`src/rtl/unified_memory_arbiter_pkg.sv`:
```
// unified_memory_arbiter_pkg: owner and state encodings shared by the arbiter and its grant picker.
package unified_memory_arbiter_pkg;
   typedef enum logic [1:0] {
      OWN_NONE = 2'd0,
      OWN_IF   = 2'd1,
      OWN_ME   = 2'd2,
      OWN_HOST = 2'd3
   } owner_t;
   typedef enum logic {
      ST_IDLE = 1'b0,
      ST_RESP = 1'b1
   } state_t;
endpackage

```
`src/rtl/arbiter_grant_select.sv`:
```
// arbiter_grant_select: picks which requester gets the RAM this cycle.
module arbiter_grant_select
   import unified_memory_arbiter_pkg::*;
#(
   parameter int STARVE_LIMIT = 4,
   parameter int CNT_W        = 3
) (
   input  logic             if_req,
   input  logic             me_req,
   input  logic             host_req,
   input  logic             host_hold,
   input  logic [CNT_W-1:0] starve_cnt,
   output owner_t           owner
);
   logic me_ok;
   assign me_ok = me_req && (starve_cnt < CNT_W'(STARVE_LIMIT) || !if_req);
   always_comb begin
      owner = OWN_NONE;
      if (host_hold) owner = host_req ? OWN_HOST : OWN_NONE;
      else if (me_ok) owner = OWN_ME;
      else if (if_req) owner = OWN_IF;
   end
endmodule

```
`src/rtl/unified_memory_arbiter.sv`:
```
// unified_memory_arbiter: shares one single-port RAM between fetch, data and host ports.
module unified_memory_arbiter
   import unified_memory_arbiter_pkg::*;
#(
   parameter int ADDR_WIDTH   = 12,
   parameter int DATA_WIDTH   = 32,
   parameter int STARVE_LIMIT = 4
) (
   input  logic                  clock,
   input  logic                  reset,
   input  logic                  if_req,
   input  logic [31:0]           if_addr,
   output logic [DATA_WIDTH-1:0] if_rdata,
   output logic                  if_ready,
   output logic                  if_stall,
   input  logic                  me_read,
   input  logic                  me_write,
   input  logic [31:0]           me_addr,
   input  logic [DATA_WIDTH-1:0] me_wdata,
   output logic [DATA_WIDTH-1:0] me_rdata,
   output logic                  me_ready,
   output logic                  me_stall,
   output logic                  me_error,
   input  logic                  host_hold,
   input  logic                  host_req,
   input  logic                  host_we,
   input  logic [31:0]           host_addr,
   input  logic [DATA_WIDTH-1:0] host_wdata,
   output logic [DATA_WIDTH-1:0] host_rdata,
   output logic                  host_ack,
   output logic                  mem_en,
   output logic                  mem_we,
   output logic [ADDR_WIDTH-1:0] mem_addr,
   output logic [DATA_WIDTH-1:0] mem_wdata,
   input  logic [DATA_WIDTH-1:0] mem_rdata
);
   localparam int CW = $clog2(STARVE_LIMIT + 1);

   state_t                state;
   owner_t                owner, winner;
   logic                  owner_we, err_q, me_req, go, resp;
   logic [CW-1:0]         starve_cnt;
   logic [31:0]           sel_addr;
   logic [DATA_WIDTH-1:0] if_held, me_held, host_held;
   logic                  unused;

   assign me_req = me_read | me_write;
   assign unused = &{1'b0, if_addr[31:ADDR_WIDTH+2], if_addr[1:0], me_addr[31:ADDR_WIDTH+2],
                     host_addr[31:ADDR_WIDTH+2], host_addr[1:0]};

   arbiter_grant_select #(.STARVE_LIMIT(STARVE_LIMIT), .CNT_W(CW)) u_sel (
      .if_req    (if_req),
      .me_req    (me_req),
      .host_req  (host_req),
      .host_hold (host_hold),
      .starve_cnt(starve_cnt),
      .owner     (winner)
   );

   // Gating with reset makes the RAM port and stalls drop in the same instant reset asserts.
   assign go       = reset && state == ST_IDLE && winner != OWN_NONE;
   assign resp     = state == ST_RESP;
   assign sel_addr = winner == OWN_IF ? if_addr : winner == OWN_ME ? me_addr : host_addr;

   always_comb begin
      mem_en    = go;
      mem_addr  = go ? sel_addr[ADDR_WIDTH+1:2] : '0;
      mem_we    = go && (winner == OWN_ME ? me_write : winner == OWN_HOST && host_we);
      mem_wdata = !go ? '0 : winner == OWN_ME ? me_wdata : winner == OWN_HOST ? host_wdata : '0;
   end

   assign if_ready   = resp && owner == OWN_IF;
   assign me_ready   = resp && owner == OWN_ME;
   assign host_ack   = resp && owner == OWN_HOST;
   assign me_error   = me_ready && err_q;
   assign if_stall   = reset && if_req && !if_ready;
   assign me_stall   = reset && me_req && !me_ready;
   assign if_rdata   = if_ready && !owner_we ? mem_rdata : if_held;
   assign me_rdata   = me_ready && !owner_we ? mem_rdata : me_held;
   assign host_rdata = host_ack && !owner_we ? mem_rdata : host_held;

   always_ff @(posedge clock or negedge reset) begin
      if (!reset) begin
         state      <= ST_IDLE;
         owner      <= OWN_NONE;
         owner_we   <= 1'b0;
         err_q      <= 1'b0;
         starve_cnt <= '0;
         if_held    <= '0;
         me_held    <= '0;
         host_held  <= '0;
      end else if (state == ST_IDLE) begin
         if (go) begin
            state    <= ST_RESP;
            owner    <= winner;
            owner_we <= mem_we;
            err_q    <= winner == OWN_ME && ((me_read && me_write) || me_addr[1:0] != 2'b00);
            if (winner == OWN_IF) starve_cnt <= '0;
            else if (winner == OWN_ME && if_req && starve_cnt < CW'(STARVE_LIMIT))
               starve_cnt <= starve_cnt + 1'b1;
         end
      end else begin
         state <= ST_IDLE;
         owner <= OWN_NONE;
         if (!owner_we && owner == OWN_IF) if_held <= mem_rdata;
         if (!owner_we && owner == OWN_ME) me_held <= mem_rdata;
         if (!owner_we && owner == OWN_HOST) host_held <= mem_rdata;
      end
   end
endmodule

```
`config.mk`:
```
export PLATFORM = sky130hd
export DESIGN_NAME = unified_memory_arbiter
export DESIGN_NICKNAME = d
export VERILOG_FILES = /design/src/rtl/unified_memory_arbiter_pkg.sv /design/src/rtl/arbiter_grant_select.sv /design/src/rtl/unified_memory_arbiter.sv
export SDC_FILE = /design/constraint.sdc
export NUM_CORES = 1
export LEC_CHECK = 0
export ABC_CLOCK_PERIOD_IN_PS = 1900
export CAP_MARGIN = 20
export CORE_ASPECT_RATIO = 0.7
export CORE_MARGIN = 5
export CORE_UTILIZATION = 26
export DETAILED_ROUTE_END_ITERATION = 16
export PLACE_DENSITY = 0.58
export SLEW_MARGIN = 10
export SYNTH_ARGS = -nofsm -noshare
export SYNTH_HDL_FRONTEND = slang
export SYNTH_SLANG_ARGS = --single-unit
export TNS_END_PERCENT = 20
```
`constraint.sdc`:
```
create_clock -name clock -period 1.9 [get_ports clock]
set_input_delay 0.38 -clock clock [delete_from_list [all_inputs] [get_ports clock]]
set_output_delay 0.38 -clock clock [all_outputs]
set_load 0.01 [all_outputs]
```
==> summary.md, run 1 <==
| Metric | Value |
|---|---|
| Final hold violations | `0` |
| Die Wd | `194.5 um` |
| Hold Crit Class | `in -> async` |
| Number of iterations in the first detailed-routing pass | `4` |
| Status | `finished with violations` |
| #FFs+latches synth | `104` |
| Yosys top cell by area | `dfrtp_1` |
| Skew-Pair Late Insertion Delay | `360 ps` |
| RSZ-0062 raised after global routing | `yes` |
| Crit path cell chain | `nor2b_1, buf_4, o211ai_4, buf_12, buf_12, buf_12, a311oi_2, buf_2` |
| Top_reg_cell synth | `dfrtp_1` |
| Crit-path most repeated cell | `buf_12` |
| Count leader, synth | `mux2_2` |
| Final net count | `1,138` |
| Hold buffer count at cts | `0` |
| CP delay by family, top | `buffers and inverters` |
| Final period utilization | `123.2%` |
| Least-Margin Pin Slew | `836.8 ps` |
| GPL Wtd Cong | `0.8081` |
| Fill cell count | `2,141` |
| Static leakage | `5.010 nW` |
| Avg Synthesized Cell Area | `11.47 sq um` |
| Violated checks | `negative setup slack` |
| Root Driver | `clkbuf_16` |
| Core area | `23,520 sq um` |
| Worst slew margin | `44.22%` |
| DRT iter0 DRCs | `217` |
| Post-synth ARST share | `100.0%` |
| # DRC | `0` |
| Die height | `139.1 um` |
| Cells after synthesis | `540` |
| TritonCTS clock tree | `done` |
| Clock skew | `10.97 ps` |
| Final setup fails | `144` |
| DP HPWL | `15,380 um` |
| Max clock buf depth | `2` |
| Layout area overhead | `82.50%` |
| Max frequency | `427.4 MHz` |
| DIE AREA | `27,060 sq um` |
| Max Cap Viol | `0` |
| WS Path Type | `reg -> out` |
| Count of input and output buffers | `289` |
| PnR worst setup slack | `-439.9 ps` |
| Multi-input gate area | `3715 sq um` |
| Vias in the first global route | `6,193` |
| PwrDens | `1111 nW/um^2` |
| Clk sink count | `104` |
| IO Count | `348` |
| Initial Util | `26.33%` |
| Row count | `47` |
| Routed WL | `23,380 um` |
| Largest fanout on the critical path | `8` |
| Finished Core Util | `48.05%` |
| Total global-route track usage | `16.70%` |
| Crit. End Element | `output port` |
| Synth top cells by count | `mux2_2 (192), dfrtp_1 (104), nand3_1 (46), nand2_1 (40), a21oi_1 (33)` |
| Vias per cell | `4.605` |
| Fin. max-slew vios | `0` |
| Required time of the critical path | `1520 ps` |
| Via count | `5,798` |
| Worst path bufs/invs | `5` |
| Share of layout cells above drive strength 1 | `59.09%` |
| WP data arrival | `1960 ps` |
| Worst path max stage delay | `440 ps` |
| Yosys warns | `0` |
| EDFF count, synth | `0` |
| Ranking of synthesized cells by area | `dfrtp_1 (42%), mux2_2 (35%), nand3_1 (3.7%), buf_6 (3.6%), a21oi_1 (2.7%)` |
| CP Launch Type | `register` |
| Avg WL per Cell | `18.57 um` |
| Post-synthesis cell type count | `39` |
| Synth top area share | `42.02%` |
| Mapped Nets | `741` |
| Final ANT Viol Nets | `0` |
| Total congestion overflow | `0` |
| Total power | `12.56 mW` |
| Largest net degree at the start of global routing | `65` |
| Peak supply drop | `0.5961 mV` |
| Seq/Total Area, Yosys | `42.02%` |
| Diode count | `0` |
| H-tree depth reported by CTS | `3` |
| Crit path time final | `2340 ps` |
| CP max-delay cell | `dfrtp_2` |
| Clock-pin slew on the worst setup and hold paths | `70 ps` |
| Mapped cell area | `6193 sq um` |
| Final setup TNS | `-48,290 ps` |
| First-pass GRT wire length | `36,150 um` |
| CTS buffer count | `9` |
| Sequential cell area | `2604 sq um` |
| Initial antenna violation count | `0` |
registers in the layout, indices dropped and copies added (netlist names):
name and cells:
host_held 32, if_held 32, me_held 32, starve_cnt 3
owner 2, err_q 1, owner_we 1, resp 1
power by group:
group	total (mW)	internal [mW]	switching [mW]
Sequential	3.84	3.28	0.556
Combinational	6.78	4.28	2.50
Clock	1.94	1.04	0.904
worst min-delay path, stage by stage:
cell	delay, ps
buf_4	100
buf_4	110
buf_4	460
layout make-up:
cell class	count	area share [%]
flip-flops and latches	104	23.04
clock inverters	6	0.6752
clock buffers	9	1.992
repair buffers	433	37.71
multi-input cells	384	32.86
inverters	5	0.1992
well taps	318	3.520
placed cells by master, fill, tap and decap left out, types with 10 or more instances in the layout:
cell,netlist,layout
dfrtp_1,104,103
buf_6,20,84
buf_4,2,87
clkdlybuf4s50_1,0,135
nor3_1,13,13
clkbuf_16,0,10
buf_2,13,73
nand2_1,40,40
a21oi_2,0,31
mux2_2,192,124
buf_16,0,10
o21ai_0,16,16
mux2_4,0,68
a311oi_2,0,10
nand3_1,46,46
buf_12,0,21
logic make-up after synthesis:
group                    Yosys count  synth area share (%)
multiplexers                     193                 35.07
AND/OR/NAND/NOR                  119                 9.475
flip-flops                       104                 42.02
AO/OA/AOI/OAI                     71                 7.273
buffers and inverters             52                 5.960
adder cells (fa/ha/maj)            1                0.2020
through the flow:
stage                     hold slack, ps  setup WS [ps]  instances  instance area, sq um
after CTS                          286.7         -549.5       1239                 11050
after global placement             474.5         -887.2       1182                  9897
after global routing               309.6         -541.1       1259                 11300
after floorplan                    84.41          34.82        540                  6193
final                              242.1         -439.9       1259                 11300
after detailed placement           480.9         -880.9       1182                  9897
timing repair:
action,CTS,global route
buffers inserted,30,25
gates cloned,12,1
setup endpoints to repair,148,171
pin swaps,5,3
gates resized for setup,740,106
metal layers:
layer	up-vias	share of wire, %	GRT usage, %
li1	2773	-	-
met1	2825	48	23.57
met2	185	46	26.15
met3	15	5.8	4.492
met4	0	0.86	2.848
met5	-	0	0
final timing paths:
check | to | depth (start not counted) | start | slack, ps
max | mem_addr[6] | 8 | resp | -440
min | err_q | 3 | reset | 240
max reg2reg | me_held[3] | 7 | owner[0] | 60
min reg2reg | starve_cnt[1] | 2 | starve_cnt[1] | 500
max in group asynchronous | me_held[29] | 4 | reset | 420
min in group clock | starve_cnt[1] | 2 | starve_cnt[1] | 500
Note: power is estimated with default switching activity, not from simulation.
==> run 2: changes to the inputs <==
--- a/config.mk
+++ b/config.mk
@@ -5,13 +5,12 @@
 export SDC_FILE = /design/constraint.sdc
 export NUM_CORES = 1
 export LEC_CHECK = 0
-export ABC_CLOCK_PERIOD_IN_PS = 1900
 export CAP_MARGIN = 20
 export CORE_ASPECT_RATIO = 0.7
 export CORE_MARGIN = 5
 export CORE_UTILIZATION = 26
 export DETAILED_ROUTE_END_ITERATION = 16
-export PLACE_DENSITY = 0.58
+export PLACE_DENSITY = 0.6
 export SLEW_MARGIN = 10
 export SYNTH_ARGS = -nofsm -noshare
 export SYNTH_HDL_FRONTEND = slang
==> constraint.sdc (replaced) <==
create_clock -name clock -period 2.1 [get_ports clock]
set_input_delay 0.42 -clock clock [delete_from_list [all_inputs] [get_ports clock]]
set_output_delay 0.42 -clock clock [all_outputs]
set_load 0.01 [all_outputs]
==> run 2 against run 1 <==
Compared with the run above:
- die area stayed put
- worst setup slack improved by 200 ps
- sequential cell count stayed put
- non-clock buffer count rose by 23
- worst hold slack worse by 120 ps
- final area grew 4.4%
- global-route usage up 0.67 points
- the run still ends with negative setup slack left
- sequential share of layout area down 0.96 points
- critical path type unchanged
- power decreased by 6.8%
==> summary.md, run 2 (synthesized netlist as in run 1, its figures left out) <==
| Metric | Value |
|---|---|
| RSZ-0062 raised after global routing | `yes` |
| # DRC | `0 (unchanged)` |
| Post-route insts no fill | `1,283 (+1.9%)` |
| Static leakage | `5.278 nW (+5.3%)` |
| Clk sink count | `104 (unchanged)` |
| Worst r2r path cells | `8 (+1)` |
| Total power | `11.71 mW (-6.8%)` |
| Violated checks | `negative setup slack` |
| Worst slew margin | `48.25% (+4.0 points)` |
| Max clock buf depth | `2 (unchanged)` |
| Status | `finished with violations` |
| Final setup fails | `133 (-7.6%)` |
| Least-Margin Pin Slew | `776.3 ps (-60.45 ps)` |
| Commonest non-fill, non-tap cell in the layout | `clkdlybuf4s50_1` |
| Count of input and output buffers | `289 (unchanged)` |
| TritonCTS clock tree | `done` |
| Worst path max stage delay | `450 ps (about the same)` |
| Clock skew | `7.704 ps (-3.269 ps)` |
| Worst Hold Margin | `117.9 ps (-124.3 ps)` |
| Root Driver | `clkbuf_16` |
| Layout area overhead | `90.50%` |
| Finished Core Util | `50.16% (+2.1 points)` |
| Max frequency | `427.1 MHz` |
| WP data arrival | `1920 ps (-40 ps)` |
| Most frequent cells in the layout | `clkdlybuf4s50_1 (135), mux2_2 (119), buf_6 (112)` |
| Max Cap Viol | `0 (unchanged)` |
| Core area | `23,520 sq um (unchanged)` |
| Initial antenna violation count | `1 (+1)` |
| Fin. max-slew vios | `0 (unchanged)` |
| Hold buffer count at cts | `0 (unchanged)` |
| Placed cell count | `1,181 (-0.085%)` |
| GPL Wtd Cong | `0.8508 (+5.3%)` |
| Final period utilization | `111.5%` |
| Initial Util | `26.33% (unchanged)` |
| Multi-input gate area | `3801 sq um (+2.3%)` |
| Avg WL per Cell | `19.26 um (+3.7%)` |
| Vias in the first global route | `6,286 (+1.5%)` |
| Total congestion overflow | `0 (unchanged)` |
| Crit-path most repeated cell | `buf_4` |
| Hold Crit Class | `in -> async` |
| CP Depth | `7 (-1)` |
| DRT iter0 DRCs | `184 (-15%)` |
| Peak supply drop | `0.5188 mV (-13%)` |
| CP delay by family, top | `buffers and inverters` |
| CTS buffer count | `9 (unchanged)` |
| Fill cell count | `2,068 (-3.4%)` |
| Crit path time final | `2342 ps` |
| DP HPWL | `15,700 um (+2.0%)` |
| CP max-delay cell | `dfrtp_2` |
| Total global-route track usage | `17.37% (+0.67 points)` |
| Clock-pin slew on the worst setup and hold paths | `70 ps (about the same)` |
| Largest net degree at the start of global routing | `61 (-6.2%)` |
| Required time of the critical path | `1680 ps (+160 ps)` |
| DIE AREA | `27,060 sq um (unchanged)` |
| Via count | `5,961 (+2.8%)` |
| Number of iterations in the first detailed-routing pass | `4 (unchanged)` |
| Routed WL | `24,710 um (+5.7%)` |
| Diode count | `0 (unchanged)` |
| Die Wd | `194.5 um (unchanged)` |
| Worst path bufs/invs | `5 (unchanged)` |
| Sequential cell area | `2605 sq um (about the same)` |
| Skew-Pair Late Insertion Delay | `350 ps (about the same)` |
| Vias per cell | `4.646 (+0.89%)` |
| First-pass GRT wire length | `37,180 um (+2.9%)` |
| Final ANT Viol Nets | `0 (unchanged)` |
| H-tree depth reported by CTS | `3 (unchanged)` |
| Final hold violations | `0 (unchanged)` |
| Crit. End Element | `output port` |
| Crit path cell chain | `buf_4, nand4_4, buf_4, buf_12, buf_16, mux2_2, buf_6` |
| CP Launch Type | `register` |
| Share of layout cells above drive strength 1 | `60.83% (+1.7 points)` |
| WS Path Type | `reg -> out` |
| DP Worst Slack | `-811.0 ps (+69.86 ps)` |
| Final net count | `1,161 (+2.0%)` |
| PnR worst setup slack | `-241.5 ps (+198.4 ps)` |
| Largest regs | `host_held (32), if_held (32), me_held (32)` |
| Largest fanout on the critical path | `5 (-3)` |
| PwrDens | `992.1 nW/um^2 (-11%)` |
| Die height | `139.1 um (unchanged)` |
| IO Count | `348 (unchanged)` |
| Row count | `47 (unchanged)` |
run 2: changes by cell type in the layout (fill, tap and decap cells not counted), sizes merged:
cell	previous run	this run
buf	280	308
bufbuf	0	1
bufinv	1	0
clkbuf	15	17
clkdlybuf4s15	9	3
clkinv	0	1
clkinvlp	3	2
dlygate4sd2	3	2
inv	7	8
run 2: final cells by class:
cell class,instances,area share [%]
Timing Repair Buffer,456,39.62
Multi-Input combinational cell,384,32.22
Sequential cell,104,22.08
Tap cell,318,3.372
Clock buffer,10,2.025
Clock inverter,6,0.5090
Inverter,5,0.1803
run 2: layer usage:
layer	track usage, %	routed length [um]
met1	23.08	11460
met2	28.80	11450
met3	4.857	1501
met4	2.959	278
met5	0	13
run 2: worst paths after layout:
check,startpoint,to,slack (ps)
min in group clock,me_read,err_q,490
max in group asynchronous,reset,host_held[4],850
worst max register to register,owner[0],if_held[13],60
worst min register to register,starve_cnt[1],starve_cnt[1],490
worst min-delay path,reset,if_held[1],120
worst max-delay path,resp,host_rdata[31],-240
run 2: metrics by stage:
step	area [sq um]	TNS (ps)
2_1_floorplan	6193	0
3_3_place_gp	9915	-50430
3_5_place_dp	9915	-52060
4_1_cts	11420	-25100
5_1_grt	11800	-31180
6_report	11800	-20940
run 2: what timing repair did:
action,in CTS,in global routing
pin swaps,45,14
buffers inserted,49,24
gates resized for setup,815,92
setup endpoints to repair,148,146
gates cloned,15,2
run 2: power by group:
part | internal, mW | switching, mW | total, mW | leakage [nW]
Sequential | 2.97 | 0.493 | 3.46 | 1.25
Clock | 0.865 | 0.813 | 1.68 | 0.140
Combinational | 4.23 | 2.33 | 6.57 | 3.88
Total | 8.07 | 3.64 | 11.7 | 5.28
==> run 3: changes to the inputs <==
--- a/config.mk
+++ b/config.mk
@@ -11,7 +11,7 @@
 export CORE_UTILIZATION = 26
 export DETAILED_ROUTE_END_ITERATION = 16
 export PLACE_DENSITY = 0.6
-export SLEW_MARGIN = 10
+export SLEW_MARGIN = 5
 export SYNTH_ARGS = -nofsm -noshare
 export SYNTH_HDL_FRONTEND = slang
 export SYNTH_SLANG_ARGS = --single-unit
==> results of run 3 <==
Same layout as run 2: the final DEF is identical, and so are final timing and power.
